### config.mk
export PLATFORM = sky130hd
export DESIGN_NAME = kb_bus_ctrl
export DESIGN_NICKNAME = d
export VERILOG_FILES = /design/src/rtl/kb_bus_ctrl_pkg.sv /design/src/rtl/kb_bus_ctrl_wait_timer.sv /design/src/rtl/kb_bus_ctrl.sv
export SDC_FILE = /design/constraint.sdc
export NUM_CORES = 1
export LEC_CHECK = 0
export ABC_AREA = 0
export CAP_MARGIN = 20
export CORE_ASPECT_RATIO = 1.1
export CORE_MARGIN = 2
export CORE_UTILIZATION = 30
export DETAILED_ROUTE_END_ITERATION = 6
export PLACE_DENSITY = 0.72
export SLEW_MARGIN = 20
export SYNTH_ARGS = -nofsm -noshare
export SYNTH_HDL_FRONTEND = slang
export SYNTH_SLANG_ARGS = --single-unit
### constraint.sdc
create_clock -name clk -period 6.2 [get_ports clk]
set_input_delay 0.62 -clock clk [delete_from_list [all_inputs] [get_ports clk]]
set_output_delay 0.62 -clock clk [all_outputs]
set_load 0.03 [all_outputs]
### src/rtl/kb_bus_ctrl_pkg.sv
// Shared definitions for the keyboard bus controller: register offsets,
// register bit positions, FSM state encoding and the STATUS word builder.
package kb_bus_ctrl_pkg;

    // Register window offsets (bus_addr[1:0])
    localparam logic [1:0] KB_OFF_STATUS = 2'd0;
    localparam logic [1:0] KB_OFF_DATA   = 2'd1;
    localparam logic [1:0] KB_OFF_CTRL   = 2'd2;
    localparam logic [1:0] KB_OFF_RSVD   = 2'd3;

    // STATUS register bit positions
    localparam int unsigned KB_ST_KBS_BIT  = 0;
    localparam int unsigned KB_ST_FULL_BIT = 1;
    localparam int unsigned KB_ST_OVF_BIT  = 2;
    localparam int unsigned KB_ST_TMO_BIT  = 3;

    // CTRL register bit positions
    localparam int unsigned KB_CTRL_BLOCK_BIT = 0;
    localparam int unsigned KB_CTRL_CLEAR_BIT = 1;

    // Controller FSM states
    typedef enum logic [1:0] {
        ST_IDLE     = 2'd0,
        ST_WAIT_KEY = 2'd1,
        ST_POP      = 2'd2,
        ST_ACK      = 2'd3
    } kb_state_e;

    // Assemble the 4-bit STATUS word from its flag sources
    function automatic logic [3:0] kb_status_word(input logic tmo, input logic ovf,
                                                  input logic full, input logic kbs);
        logic [3:0] w;
        w = '0;
        w[KB_ST_TMO_BIT]  = tmo;
        w[KB_ST_OVF_BIT]  = ovf;
        w[KB_ST_FULL_BIT] = full;
        w[KB_ST_KBS_BIT]  = kbs;
        return w;
    endfunction

endpackage

### src/rtl/kb_bus_ctrl_wait_timer.sv
// Blocking-read wait timer: synchronous clear, count enable and a
// terminal-count flag raised when the count reaches TIMEOUT_CYC-1.
module kb_wait_timer #(
    parameter int unsigned TIMEOUT_CYC = 100000000
) (
    input  logic clk,
    input  logic rst_n,
    input  logic clr_i,
    input  logic en_i,
    output logic tc_o
);
    localparam int unsigned CNT_W = (TIMEOUT_CYC > 1) ? $clog2(TIMEOUT_CYC) : 1;
    localparam logic [CNT_W-1:0] TC_VAL = CNT_W'(TIMEOUT_CYC - 1);

    logic [CNT_W-1:0] cnt_q, cnt_d;

    // Next count: clear has priority over increment
    always_comb begin
        cnt_d = cnt_q;
        if (clr_i) begin
            cnt_d = '0;
        end else if (en_i) begin
            cnt_d = cnt_q + 1'b1;
        end
    end

    // Count register
    always_ff @(posedge clk or negedge rst_n) begin
        if (!rst_n) begin
            cnt_q <= '0;
        end else begin
            cnt_q <= cnt_d;
        end
    end

    assign tc_o = (cnt_q == TC_VAL);

endmodule

### src/rtl/kb_bus_ctrl.sv
// Memory-mapped controller between the CPU data bus and the keyboard unit.
// Decodes a 4-register window, issues single-cycle pop/flush strobes, keeps
// sticky overflow/timeout flags and optionally stalls DATA reads.
module kb_bus_ctrl
    import kb_bus_ctrl_pkg::*;
#(
    parameter int unsigned       ADDR_W      = 64,
    parameter int unsigned       DATA_W      = 64,
    parameter logic [ADDR_W-1:0] BASE_ADDR   = ADDR_W'(64'hF000),
    parameter int unsigned       TIMEOUT_CYC = 100000000
) (
    input  logic              clk,
    input  logic              rst_n,
    input  logic [ADDR_W-1:0] bus_addr,
    input  logic              bus_rd,
    input  logic              bus_wr,
    input  logic [DATA_W-1:0] bus_wdata,
    output logic [DATA_W-1:0] bus_rdata,
    output logic              bus_ack,
    input  logic              KB_status,
    input  logic [6:0]        KB_data,
    input  logic              buf_full,
    output logic              KB_read_en,
    output logic              KB_clear
);
    kb_state_e         state_q, state_d;
    logic [DATA_W-1:0] rdata_q, rdata_d;
    logic              ack_q, ack_d;
    logic              pop_q, pop_d;
    logic              clear_q, clear_d;
    logic              block_q, block_d;
    logic              ovf_q, ovf_d;
    logic              tmo_q, tmo_d;
    logic              full_q;
    logic              tmr_clr, tmr_en, tmr_tc;
    logic              hit;
    logic [1:0]        off;
    logic              unused_wdata;

    assign hit = (bus_addr[ADDR_W-1:2] == BASE_ADDR[ADDR_W-1:2]);
    assign off = bus_addr[1:0];
    assign unused_wdata = ^bus_wdata[DATA_W-1:2];

    kb_wait_timer #(
        .TIMEOUT_CYC(TIMEOUT_CYC)
    ) u_timer (
        .clk   (clk),
        .rst_n (rst_n),
        .clr_i (tmr_clr),
        .en_i  (tmr_en),
        .tc_o  (tmr_tc)
    );

    // Next-state, read-data and strobe decode; strobes are registered so
    // ack/pop/clear are asserted during the POP/ACK state that follows.
    always_comb begin
        state_d = state_q;
        rdata_d = rdata_q;
        ack_d   = 1'b0;
        pop_d   = 1'b0;
        clear_d = 1'b0;
        block_d = block_q;
        tmo_d   = tmo_q;
        tmr_clr = 1'b1;
        tmr_en  = 1'b0;
        unique case (state_q)
            ST_IDLE: begin
                if (hit && bus_rd) begin
                    state_d = ST_ACK;
                    ack_d   = 1'b1;
                    unique case (off)
                        KB_OFF_STATUS: rdata_d = DATA_W'(kb_status_word(tmo_q, ovf_q, buf_full, KB_status));
                        KB_OFF_CTRL:   rdata_d = DATA_W'(block_q);
                        KB_OFF_RSVD:   rdata_d = '0;
                        default: begin
                            if (KB_status) begin
                                rdata_d = DATA_W'(KB_data);
                                state_d = ST_POP;
                                pop_d   = 1'b1;
                            end else if (!block_q) begin
                                rdata_d = '0;
                            end else begin
                                state_d = ST_WAIT_KEY;
                                ack_d   = 1'b0;
                            end
                        end
                    endcase
                end else if (hit && bus_wr) begin
                    state_d = ST_ACK;
                    ack_d   = 1'b1;
                    rdata_d = '0;
                    if (off == KB_OFF_CTRL) begin
                        block_d = bus_wdata[KB_CTRL_BLOCK_BIT];
                        clear_d = bus_wdata[KB_CTRL_CLEAR_BIT];
                    end
                end
            end
            ST_WAIT_KEY: begin
                tmr_clr = 1'b0;
                tmr_en  = 1'b1;
                // A key arriving on the timeout cycle still wins
                if (KB_status) begin
                    rdata_d = DATA_W'(KB_data);
                    state_d = ST_POP;
                    pop_d   = 1'b1;
                    ack_d   = 1'b1;
                end else if (tmr_tc) begin
                    rdata_d = '0;
                    tmo_d   = 1'b1;
                    state_d = ST_ACK;
                    ack_d   = 1'b1;
                end
            end
            default: begin
                state_d = ST_IDLE;
            end
        endcase
        if (clear_d) begin
            tmo_d = 1'b0;
        end
    end

    // Overflow flag: a buf_full rising edge sets it and beats a same-cycle clear
    always_comb begin
        ovf_d = ovf_q;
        if (buf_full && !full_q) begin
            ovf_d = 1'b1;
        end else if (clear_d) begin
            ovf_d = 1'b0;
        end
    end

    // State, flags and registered bus/keyboard outputs
    always_ff @(posedge clk or negedge rst_n) begin
        if (!rst_n) begin
            state_q <= ST_IDLE;
            rdata_q <= '0;
            ack_q   <= 1'b0;
            pop_q   <= 1'b0;
            clear_q <= 1'b0;
            block_q <= 1'b0;
            ovf_q   <= 1'b0;
            tmo_q   <= 1'b0;
            full_q  <= 1'b0;
        end else begin
            state_q <= state_d;
            rdata_q <= rdata_d;
            ack_q   <= ack_d;
            pop_q   <= pop_d;
            clear_q <= clear_d;
            block_q <= block_d;
            ovf_q   <= ovf_d;
            tmo_q   <= tmo_d;
            full_q  <= buf_full;
        end
    end

    assign bus_rdata  = rdata_q;
    assign bus_ack    = ack_q;
    assign KB_read_en = pop_q;
    assign KB_clear   = clear_q;

endmodule

# After elaboration in Yosys (flattened, before gate mapping)
# Cells that the tools add are included.
[word_totals]
output_inout_bits = 67
elab_cells = 78
inputBits = 141
reg_bits = 100
[op_classes]
muxes = 41
reduce_logical = 15
n_bitwise = 1
add_sub_neg = 1
eq_ne = 10
[op_table]
columns = ["op", "count"]
rows = [
  ["64-bit 2-to-1 mux", 6],
  ["64-bit case mux with 3 select lines", 1],
  ["64-bit case mux with 2 select lines", 1],
  ["62-bit by 14-bit equality test with 1-bit output (second input constant)", 1],
  ["27-bit 2-to-1 mux", 2],
  ["27-bit by 1-bit adder with 27-bit output (second input constant)", 1],
  ["27-bit equality test (second input constant)", 1],
  ["1-bit 2-to-1 mux", 21],
  ["2-bit 2-to-1 mux", 7],
  ["4-bit AND reduction", 2],
  ["2-bit nonzero test", 4],
  ["7-bit by 5-bit != test with 1-bit output (second input constant)", 1],
  ["3-bit != test (second input constant)", 2],
  ["2-bit equality test (second input constant)", 2],
  ["2-bit zero test", 2],
  ["1-bit case mux with 2 select lines", 2],
  ["2-bit case mux with 2 select lines", 1],
  ["1-bit logical AND", 3],
  ["3-bit AND reduction", 1],
  ["3-bit OR reduction", 1],
  ["2-bit by 1-bit equality test with 1-bit output (second input constant)", 1],
  ["2-bit by 1-bit != test with 1-bit output (second input constant)", 1],
  ["2-bit != test (second input constant)", 1],
  ["2-bit AND reduction", 1],
  ["other kinds (2)", 2],
]

# Logic depth before layout (Yosys ltp)
[logic_depth]
depth_word = 7
depth_mapped = 7
depth_no_buf = 6

# By module
# Synthesis repeated with hierarchy kept, for this count alone.
[unflattened]
hier_cells = 342
hier_area_um2 = 3062.9
[by_module_without_submodules]
columns = ["module", "cells_each", "seq_area_each_um2", "area_per_inst_um2", "n_inst"]
rows = [
  ["kb_bus_ctrl", 182, 400.4, 1567.8, 1],
  ["kb_wait_timer", 160, 675.6, 1495.2, 1],
]

# Worst setup path after synthesis
# No wires, ideal clock.
[synth_timing]
path_kind = "input to register"
from = "in bus_addr[41]"
to = "reg rdata_q[0], in the netlist bus_rdata[0]"
t_arrival_ps = 2113
t_required_ps = 6073
setup_time_ps = 127
path_buffers = 1
setup_slack_ps = 3960
stages = 6
path_cell_list = "nor4_1 > nand4_1 > nor4_2 > a22o_1 > buf_4 > mux2_1"
[synth_between]
elab_chain_len = 4
elab_cells_between_ends = 8
classes_between = "eq/ne: 3; mux: 2; reduce/logical: 3"
[synth_lines]
columns = ["item", "line", "rtl"]
rows = [
  ["start: declaration", "kb_bus_ctrl.sv:14", "input logic [ADDR_W-1:0] bus_addr,"],
  ["62-bit by 14-bit equality test with 1-bit output *", "kb_bus_ctrl.sv:40", "assign hit = (bus_addr[ADDR_W-1:2] == BASE_ADDR[ADDR_W-1:2]);"],
  ["1-bit logical AND, on equally long branches", "kb_bus_ctrl.sv:68, kb_bus_ctrl.sv:88", ""],
  ["7-bit by 5-bit != test with 1-bit output (no line), or another cell as far along", "n/a", ""],
  ["4-bit AND reduction (no line) / 64-bit case mux with 2 select lines (equally long branches)", "n/a", ""],
  ["end signal: assignment", "kb_bus_ctrl.sv:147", "rdata_q <= rdata_d;"],
  ["end: declaration", "kb_bus_ctrl.sv:27", "logic [DATA_W-1:0] rdata_q, rdata_d;"],
]
# Mark *: on every way between the ends. The rest lies on a longest branch, timed or not.
# A chain may end at the register's enable or synchronous reset.

# Worst setup path in the final report
[layout_timing]
from = "in bus_addr[58]"
to = "reg rdata_q[0], in the netlist bus_rdata[0]"
# The elaborated chain is that of the path after synthesis.

==> qor.csv <==
stage,metric,value,unit
run_status,outcome,completed,
clocking,clock buffer count from CTS,5,
power_and_ir_drop,Worst IR Drop VDD,0.0864,mV
timing,Slew @ Worst Pin,0.842,ns
timing,period utilization,45.2,%
floorplan,core box area,0.00921,sq mm
global_route,GRT Util Overall,13.6,%
placed_design,DPL Wire Length,5190,um
clocking,clock tree buffer depth,2,
synth,Post-synth ARST share,100,%
timing,post-route setup TNS,0,ns
global_route,number of global-route vias before repair,2479,
final_layout,Finished Cell Area,0.00372,sq mm
drt,drt first-iter violations,43,
placed_design,GP Congestion,0.830,
clocking,htree depth,2,
synth,synthesized instance count,313,
setup_path,CP required,6.38,ns
drt,drt via density,4.67,
setup_path,worst path cell trace,"clkdlybuf4s50_1, nor4_1, nand4_1, nor4_2, a22o_1, mux2_1",
final_layout,area grow syn2layout,32.2,%
timing,unrepaired setup endpoints after global routing,no,
final_layout,# nets final,541,
timing,# setup viols final,0,
synth,"Distinct cells, synth",46,
timing,fin crit period,2.81,ns
flow_run,maxcap violations,0,
setup_path,CP Max Fanout,8,
hold_path,worst hold path class,input pin to async pin,
synth,register area share after synthesis,38.3,%
placed_design,DP Area,0.00358,sq mm
power_and_ir_drop,PnR Total Power,0.640,mW
synth,Post-synth top flop,dfrtp_1,
clocking,CTS resizes,0,
drt,WL per Instance,12.7,um
floorplan,width of the die,96.3,um
final_layout,Final Instance Count excl. Fillers,517,
floorplan,Initial Utilization,30.5,%
drt,"antenna viol nets, final",0,
floorplan,die area,0.0102,sq mm
clocking,CTS tree,built,
clocking,clk_lat worst skew,0.30,ns
drt,total number of vias,2413,
setup_path,Crit path arrival time,2.99,ns
drt,total routed wirelength,6550,um
placed_design,worst slack at placement,2.97,ns
timing,final slew viol count,0,
synth,Synth Warn #,0,
clocking,post-CTS setup buffer count,0,
synth,synthesized area,0.00281,sq mm
setup_path,CP Class,input pin to register,
timing,Final Hold Slack,0.236,ns
synth,Avg Inst Size Synth,8.98,sq um
timing,Hold Fails Final Rpt,0,
setup_path,Worst path max stage delay,0.57,ns
power_and_ir_drop,LEAKAGE,1.48,nW
timing,Final Skew,0.00580,ns
timing,setup ws final,3.39,ns
placed_design,placed insts,508,
setup_path,element type at the critical path start,input pin,
setup_path,Worst Setup End Kind,register,
global_route,pin count of the biggest net entering global routing,44,
clocking,CTS Hold Bufs,0,
final_layout,max FFs per register,27,
floorplan,Ports,208,
drt,DRT Pass-1 Iters,4,
final_layout,n_diodes,0,
synth,Post-synth EDFFs,0,
synth,Synth Register Bits,43,
setup_path,slowest CP cell,nor4_2,
timing,fmax,356,MHz
global_route,GRT overflow,0,
final_layout,layout cells sized above 1,5.00,%
global_route,first-pass GRT wire length,11000,um
global_route,initial antenna violation count,0,
placed_design,PortBufs,88,
clocking,Worst-path clk slew,0.09,ns
setup_path,R2R setup slack,3.82,ns
power_and_ir_drop,Pwr per Cell Area,172,mW/mm^2
drt,DRC viols,0,
clocking,CTS Root Cell,clkbuf_8,
floorplan,Die Y,106,um
floorplan,row count,37,
final_layout,Final Core Density,40.3,%
clocking,clk sinks,43,
final_layout,Reg with most FFs,u_timer.cnt_q,
timing,Max-Slew Margin vs Limit,43.7,%
## worst max-delay path, delay by kind of cell
family | cells | cell delay [ns]
and+or+nand+nor | 3 | 1.18
AOI/OAI and AO/OA | 1 | 0.43
buffers and inverters | 1 | 0.39
muxes | 1 | 0.37
## report_power, final
part	switching (mW)	total (mW)	leakage (nW)	internal [mW]
registers	0.00127	0.284	0.593	0.283
logic	0.0750	0.128	0.833	0.0532
clock network	0.106	0.228	0.0587	0.122
## Yosys cell counts (6+ instances only)
master / n / area [sq um]
nor4_1: 18 / 113
nand4_1: 12 / 75.1
nor2_1: 34 / 128
clkbuf_1: 6 / 22.5
buf_4: 58 / 435
xnor2_1: 11 / 96.3
o21ai_0: 8 / 40.0
nor3_1: 7 / 35.0
nand2_1: 11 / 41.3
dfrtp_1: 43 / 1080
xor2_1: 8 / 70.1
nand3_1: 23 / 115
mux2_1: 7 / 78.8
inv_1: 9 / 33.8
## cell families after synthesis
kind of cell / Yosys count / share of synthesized area [%]
AND/OR/NAND/NOR: 131 / 25.7
multiplexers: 9 / 3.56
buffers and inverters: 75 / 17.8
adder cells (fa/ha/maj): 1 / 0.445
XOR/XNOR: 19 / 5.92
flip-flops: 43 / 38.3
AO/OA/AOI/OAI: 34 / 8.15
other: 1 / 0.133
## layout make-up
class,instances,area [sq um]
clock buffers,5,68.8
clock inverters,3,47.5
fillers,905,5500
inverters,9,33.8
multi-input cells,251,1450
flip-flops and latches,43,1080
well taps,117,146
repair buffers,89,896
## final timing paths
| kind | depth (start not counted) | endpoint | startpoint |
|---|---|---|---|
| max | 6 | bus_rdata[0] | bus_addr[58] |
| min | 1 | u_timer.cnt_q[20] | rst_n |
| max reg2reg | 6 | bus_rdata[0] | u_timer.cnt_q[0] |
| min reg2reg | 1 | ovf_q | full_q |
| max in group asynchronous | 2 | u_timer.cnt_q[6] | rst_n |
| min in group clk | 1 | ovf_q | full_q |
## layer usage
layer  track usage [%]  up-vias  routed length (um)
met1              15.8     1122                2490
met4              4.29        0                 116
met2              24.0      103                3470
met3              3.50       12                 473
met5                 0        -                   0
li1                  -     1176                   -
## layout by cell type (no fill, tap or decap), types with 9 or more instances in the layout
cell type and count:
clkdlybuf4s50_1 87, conb_1 57, dfrtp_1 43, inv_1 9, nand2_1 11, nand3_1 23
nand4_1 12, nor2_1 34, nor4_1 18, xnor2_1 11
Power figures use the tool's default switching activity.
